**src/rtl/channel_merge.sv**
```systemverilog
// channel_merge: routes one of two synchronized line pairs (A = frequency, B = current) onto int_a_o/int_b_o.
// Latency: 3 clk edges from input change to output in a RUN state; a changeover idles the outputs for DEAD cycles.
// Backpressure: none; sel_req_i is sampled only in RUN states and a started gap always runs to completion.
module channel_merge #(
    parameter int unsigned DEAD     = 4,
    parameter int unsigned CONF_LEN = 8
) (
    input  logic clk_i,
    input  logic reset_i,
    input  logic a_1_i,
    input  logic a_2_i,
    input  logic b_1_i,
    input  logic b_2_i,
    input  logic sel_req_i,
    input  logic conf_clr_i,
    output logic int_a_o,
    output logic int_b_o,
    output logic sel_act_o,
    output logic busy_o,
    output logic conflict_o
);

    localparam logic [7:0] GAP_LOAD = 8'(DEAD - 1);
    localparam logic [7:0] CONF_MAX = 8'(CONF_LEN);
    localparam logic [7:0] CONF_PRE = 8'(CONF_LEN - 1);

    typedef enum logic [1:0] {
        RUN_A  = 2'd0,
        GAP_AB = 2'd1,
        RUN_B  = 2'd2,
        GAP_BA = 2'd3
    } state_t;

    // Bit order of the line vectors: [0] A_1, [1] A_2, [2] B_1, [3] B_2.
    logic [3:0] sync1_q;
    logic [3:0] sync2_q;

    state_t     state_q;
    logic [7:0] gap_cnt_q;
    logic       int_a_q;
    logic       int_b_q;
    logic       sel_act_q;
    logic       busy_q;

    logic       inactive_hit;
    logic [7:0] conf_cnt_q;
    logic [7:0] conf_cnt_d;
    logic       conf_set;
    logic       conflict_q;

    // Two-flop synchronizer for all four asynchronous lines.
    always_ff @(posedge clk_i or posedge reset_i) begin
        if (reset_i) begin
            sync1_q <= 4'd0;
            sync2_q <= 4'd0;
        end else begin
            sync1_q <= {b_2_i, b_1_i, a_2_i, a_1_i};
            sync2_q <= sync1_q;
        end
    end

    // Activity on the pair that is not routed; never counted during a gap.
    always_comb begin
        inactive_hit = 1'b0;
        case (state_q)
            RUN_A:   inactive_hit = sync2_q[2] | sync2_q[3];
            RUN_B:   inactive_hit = sync2_q[0] | sync2_q[1];
            default: inactive_hit = 1'b0;
        endcase
    end

    // Saturating run-length counter of inactive-pair activity; set fires only on the step into CONF_LEN.
    always_comb begin
        conf_cnt_d = 8'd0;
        conf_set   = 1'b0;
        if (inactive_hit) begin
            if (conf_cnt_q != CONF_MAX) begin
                conf_cnt_d = conf_cnt_q + 8'd1;
            end else begin
                conf_cnt_d = conf_cnt_q;
            end
            conf_set = (conf_cnt_q == CONF_PRE);
        end
    end

    // Conflict counter and sticky flag; a set in the same cycle as a clear wins.
    always_ff @(posedge clk_i or posedge reset_i) begin
        if (reset_i) begin
            conf_cnt_q <= 8'd0;
            conflict_q <= 1'b0;
        end else begin
            conf_cnt_q <= conf_cnt_d;
            if (conf_set) begin
                conflict_q <= 1'b1;
            end else if (conf_clr_i) begin
                conflict_q <= 1'b0;
            end
        end
    end

    // Routing FSM; outputs are registered alongside the state so they always match it.
    // The gap counter is loaded on the entry edge so that exactly DEAD busy cycles elapse.
    always_ff @(posedge clk_i or posedge reset_i) begin
        if (reset_i) begin
            state_q   <= RUN_A;
            gap_cnt_q <= 8'd0;
            int_a_q   <= 1'b0;
            int_b_q   <= 1'b0;
            sel_act_q <= 1'b0;
            busy_q    <= 1'b0;
        end else begin
            case (state_q)
                RUN_A: begin
                    if (sel_req_i) begin
                        state_q   <= GAP_AB;
                        gap_cnt_q <= GAP_LOAD;
                        int_a_q   <= 1'b0;
                        int_b_q   <= 1'b0;
                        sel_act_q <= 1'b0;
                        busy_q    <= 1'b1;
                    end else begin
                        int_a_q   <= sync2_q[0];
                        int_b_q   <= sync2_q[1];
                        sel_act_q <= 1'b0;
                        busy_q    <= 1'b0;
                    end
                end
                GAP_AB: begin
                    if (gap_cnt_q == 8'd0) begin
                        state_q   <= RUN_B;
                        int_a_q   <= sync2_q[2];
                        int_b_q   <= sync2_q[3];
                        sel_act_q <= 1'b1;
                        busy_q    <= 1'b0;
                    end else begin
                        gap_cnt_q <= gap_cnt_q - 8'd1;
                    end
                end
                RUN_B: begin
                    if (!sel_req_i) begin
                        state_q   <= GAP_BA;
                        gap_cnt_q <= GAP_LOAD;
                        int_a_q   <= 1'b0;
                        int_b_q   <= 1'b0;
                        sel_act_q <= 1'b0;
                        busy_q    <= 1'b1;
                    end else begin
                        int_a_q   <= sync2_q[2];
                        int_b_q   <= sync2_q[3];
                        sel_act_q <= 1'b1;
                        busy_q    <= 1'b0;
                    end
                end
                GAP_BA: begin
                    if (gap_cnt_q == 8'd0) begin
                        state_q   <= RUN_A;
                        int_a_q   <= sync2_q[0];
                        int_b_q   <= sync2_q[1];
                        sel_act_q <= 1'b0;
                        busy_q    <= 1'b0;
                    end else begin
                        gap_cnt_q <= gap_cnt_q - 8'd1;
                    end
                end
                default: begin
                    state_q   <= RUN_A;
                    int_a_q   <= 1'b0;
                    int_b_q   <= 1'b0;
                    sel_act_q <= 1'b0;
                    busy_q    <= 1'b0;
                end
            endcase
        end
    end

    assign int_a_o    = int_a_q;
    assign int_b_o    = int_b_q;
    assign sel_act_o  = sel_act_q;
    assign busy_o     = busy_q;
    assign conflict_o = conflict_q;

endmodule

```
**config.mk**
```make
export PLATFORM = sky130hd
export DESIGN_NAME = channel_merge
export DESIGN_NICKNAME = d
export VERILOG_FILES = /design/src/rtl/channel_merge.sv
export SDC_FILE = /design/constraint.sdc
export NUM_CORES = 1
export LEC_CHECK = 0
export BUFFER_PORTS_ARGS = -buffer_cell sky130_fd_sc_hd__buf_2
export CORE_UTILIZATION = 45
export CTS_CLUSTER_SIZE = 16
export DETAILED_ROUTE_END_ITERATION = 12
export GPL_ROUTABILITY_DRIVEN = 0
export PLACE_DENSITY = 0.68
export SLEW_MARGIN = 20
export SYNTH_ARGS = -nofsm -noshare
export SYNTH_HDL_FRONTEND = slang
export SYNTH_SLANG_ARGS = --single-unit
```
**constraint.sdc**
```tcl
create_clock -name clk_i -period 4.2 [get_ports clk_i]
set_input_delay 0.63 -clock clk_i [delete_from_list [all_inputs] [get_ports clk_i]]
set_output_delay 0.63 -clock clk_i [all_outputs]
set_load 0.05 [all_outputs]
```
==> impl_metrics.json <==
{
  "period_share_pct": 53.6,
  "layout-drive-gt1-share_pct": 18.4,
  "setup_viol": 0,
  "grt_max_degree": 32,
  "timing.rr.start": "state_q[0]",
  "start_util_pct": 48.5,
  "viasPerCell": 5.00,
  "startpoint_type": "register",
  "die_x_um": 59.9,
  "yosysSeqAreaShare_pct": 51.5,
  "port_buffers": 12,
  "fin_setup_tns_ns": 0,
  "clockBufferDepth": 2,
  "antenna_found_initial": 0,
  "critPathSlowestCell": "mux2i_1",
  "layout.nets": 174,
  "area_growth_pct": 12.0,
  "grt_pass1_vias": 1029,
  "async_flop_share_pct": 100,
  "die_height_um": 59.9,
  "drtPass1Iterations": 4,
  "overflow": 0,
  "fillers": 293,
  "end_kind": "register",
  "antenna_left": 0,
  "core-area_um2": 3100,
  "rsz0062_at_grt": "no",
  "path_class": "register to register",
  "peakVddDrop_uv": 322,
  "cts_resized": 0,
  "syn_area_per_cell_um2": 10.8,
  "startpoint": "state_q[0]",
  "cts_tree": "built",
  "hold_viol": 0,
  "final_util_pct": 54.4,
  "synth_cell_types": 37,
  "crit_arrival_ns": 2.49,
  "rows": 20,
  "max_freq_mhz": 444,
  "cp.required_ns": 4.44,
  "synth_flop_cell": "dfrtp_1",
  "synth_fp_nets": 157,
  "clock_tree.root_cell": "clkbuf_4",
  "total_power_w": 0.00109,
  "synthCells": 140,
  "synth_area_um2": 1510,
  "crit_chain": "inv_1 -> ha_1 -> mux2i_1 -> and2_0 -> nand3b_1 -> o41ai_1",
  "crit_path_max_incr_delay_ns": 0.77,
  "htreeDepth": 2,
  "postCtsHoldBufs": 0,
  "ys_ff_latch": 31,
  "dp_hpwl_um": 1910,
  "cellLeakagePower_nw": 0.778,
  "post_dp_cell_area_um2": 1610,
  "skew_ns": 0.0180,
  "post_cts_buffers": 0,
  "tightest_slew_ns": 0.960,
  "top_level_ports": 13,
  "worstHoldPathType": "input pin to asynchronous set/reset pin",
  "clock-sinks": 31,
  "totalWireLength_um": 2630,
  "drc": 0,
  "clk_latency_ns": 0.34,
  "synth_warnings": 0,
  "die_area_um2": 3580,
  "final_max_slew_viol_count": 0,
  "cellPowerDensity_nw_per_um2": 647,
  "status": "complete, no violations",
  "wl_per_cell_um": 13.0,
  "multiInputGateArea_um2": 686,
  "finalHoldWorstSlack_ns": 0.332,
  "slew-limit-headroom_pct": 34.2,
  "first_iter_violations": 35,
  "clk_pin_slew_ns": 0.12,
  "grt_pass1_wl_um": 4450,
  "critPathMaxFanout": 11,
  "synth-edff-count": 0,
  "register_area_um2": 776,
  "track_usage_pct": 17.5,
  "finalInstanceArea_um2": 1690,
  "timing.final.crit_period_ns": 2.25,
  "r2r_setup_slack_ns": 1.95,
  "n_antenna_cell": 0,
  "numCtsBuffers": 5,
  "vias": 1010,
  "cap_violations": 0
}
-- final cells by class --
class / count / area share, %
Sequential cell: 31 / 46.0
Multi-Input combinational cell: 98 / 40.7
Timing Repair Buffer: 13 / 4.01
Clock buffer: 7 / 3.86
Tap cell: 44 / 3.26
Inverter: 8 / 1.78
Clock inverter: 1 / 0.445
-- sequential cells by signal, indices dropped and copies added, names as in the netlist, 2 cells and up --
name and cells:
sync2_q 4, state_q 2, gap_cnt_q 8, sync1_q 4, conf_cnt_q 8
-- critical path, delay by kind of cell, from the launching register on --
| family | cells | cell delay, ns |
|---|---|---|
| mux | 1 | 0.77 |
| simple gates | 2 | 0.54 |
| flops | 1 | 0.40 |
| fa+ha+maj | 1 | 0.26 |
| buf+inv | 1 | 0.10 |
| compound gates | 1 | 0.07 |
-- power by group --
part	switching, W	internal [W]	total (W)	leakage, nW
clock network	0.000108	0.0000978	0.000206	0.0375
logic	0.000287	0.000182	0.000468	0.344
registers	0.0000564	0.000360	0.000416	0.396
-- cells by family (layout without fill, tap and decap cells) --
| kind of cell | count (synthesis) | in the layout | share of synthesized area [%] |
|---|---|---|---|
| buffers and inverters | 11 | 29 | 2.99 |
| DFF | 31 | 31 | 51.5 |
| AOI/OAI and AO/OA | 24 | 24 | 10.1 |
| xor gates and xnor gates | 8 | 8 | 4.65 |
| muxes | 5 | 5 | 3.65 |
| adders and majority gates | 9 | 9 | 7.48 |
| and+or+nand+nor | 52 | 52 | 19.6 |
-- metal layers --
| metal | wire [um] | vias to the layer above | share of wire (%) | global-route usage (%) |
|---|---|---|---|---|
| li1 | - | 521 | - | - |
| met1 | 1260 | 467 | 48 | 22.7 |
| met2 | 1210 | 17 | 46 | 26.3 |
| met3 | 109 | 5 | 4.1 | 6.49 |
| met4 | 43 | 0 | 1.6 | 6.98 |
| met5 | 0 | - | 0 | 0 |
-- placed cells by master, fill, tap and decap left out, drive strengths merged, types with 4 or more instances in the layout --
| cell | count |
|---|---|
| clkbuf | 7 |
| xor2 | 6 |
| o21ai | 8 |
| mux2i | 4 |
| inv | 8 |
| buf | 13 |
| nor2 | 17 |
| ha | 9 |
| a21oi | 5 |
| dfrtp | 31 |
| nand2 | 9 |
-- worst paths after layout --
check,to,depth (start not counted)
setup / recovery,gap_cnt_q[7],6
max in group asynchronous,sync1_q[3],3
min in group clk_i,sync2_q[0],0
setup reg to reg,gap_cnt_q[7],6
hold / removal,gap_cnt_q[7],3
hold reg to reg,sync2_q[0],0
-- Yosys cell counts (2+ instances only) --
library cell,instances,area [um2]
xnor2_1,2,17.5
or3_1,2,12.5
mux2i_1,4,40.0
a21oi_1,5,25.0
ha_1,9,113
or3b_2,2,17.5
nand4b_1,2,17.5
xor2_1,6,52.6
clkbuf_1,2,7.51
o41ai_1,2,17.5
or4_4,2,22.5
dfrtp_1,31,776
nand2b_1,2,12.5
o211ai_1,2,15.0
nor3_1,2,10.0
inv_1,8,30.0
a32oi_1,2,17.5
o21ai_0,8,40.0
nand2_1,9,33.8
nor2_1,17,63.8
a31oi_1,2,12.5
nand3_1,3,15.0
nor3b_1,2,15.0
-- per-stage QoR --
stage,worst slack (ns),instances
5_1_grt,1.78,202
6_report,1.95,202
3_3_place_gp,2.01,194
2_1_floorplan,2.52,140
3_5_place_dp,1.92,194
4_1_cts,1.99,202
No activity file was read; power rests on OpenSTA's default activity.
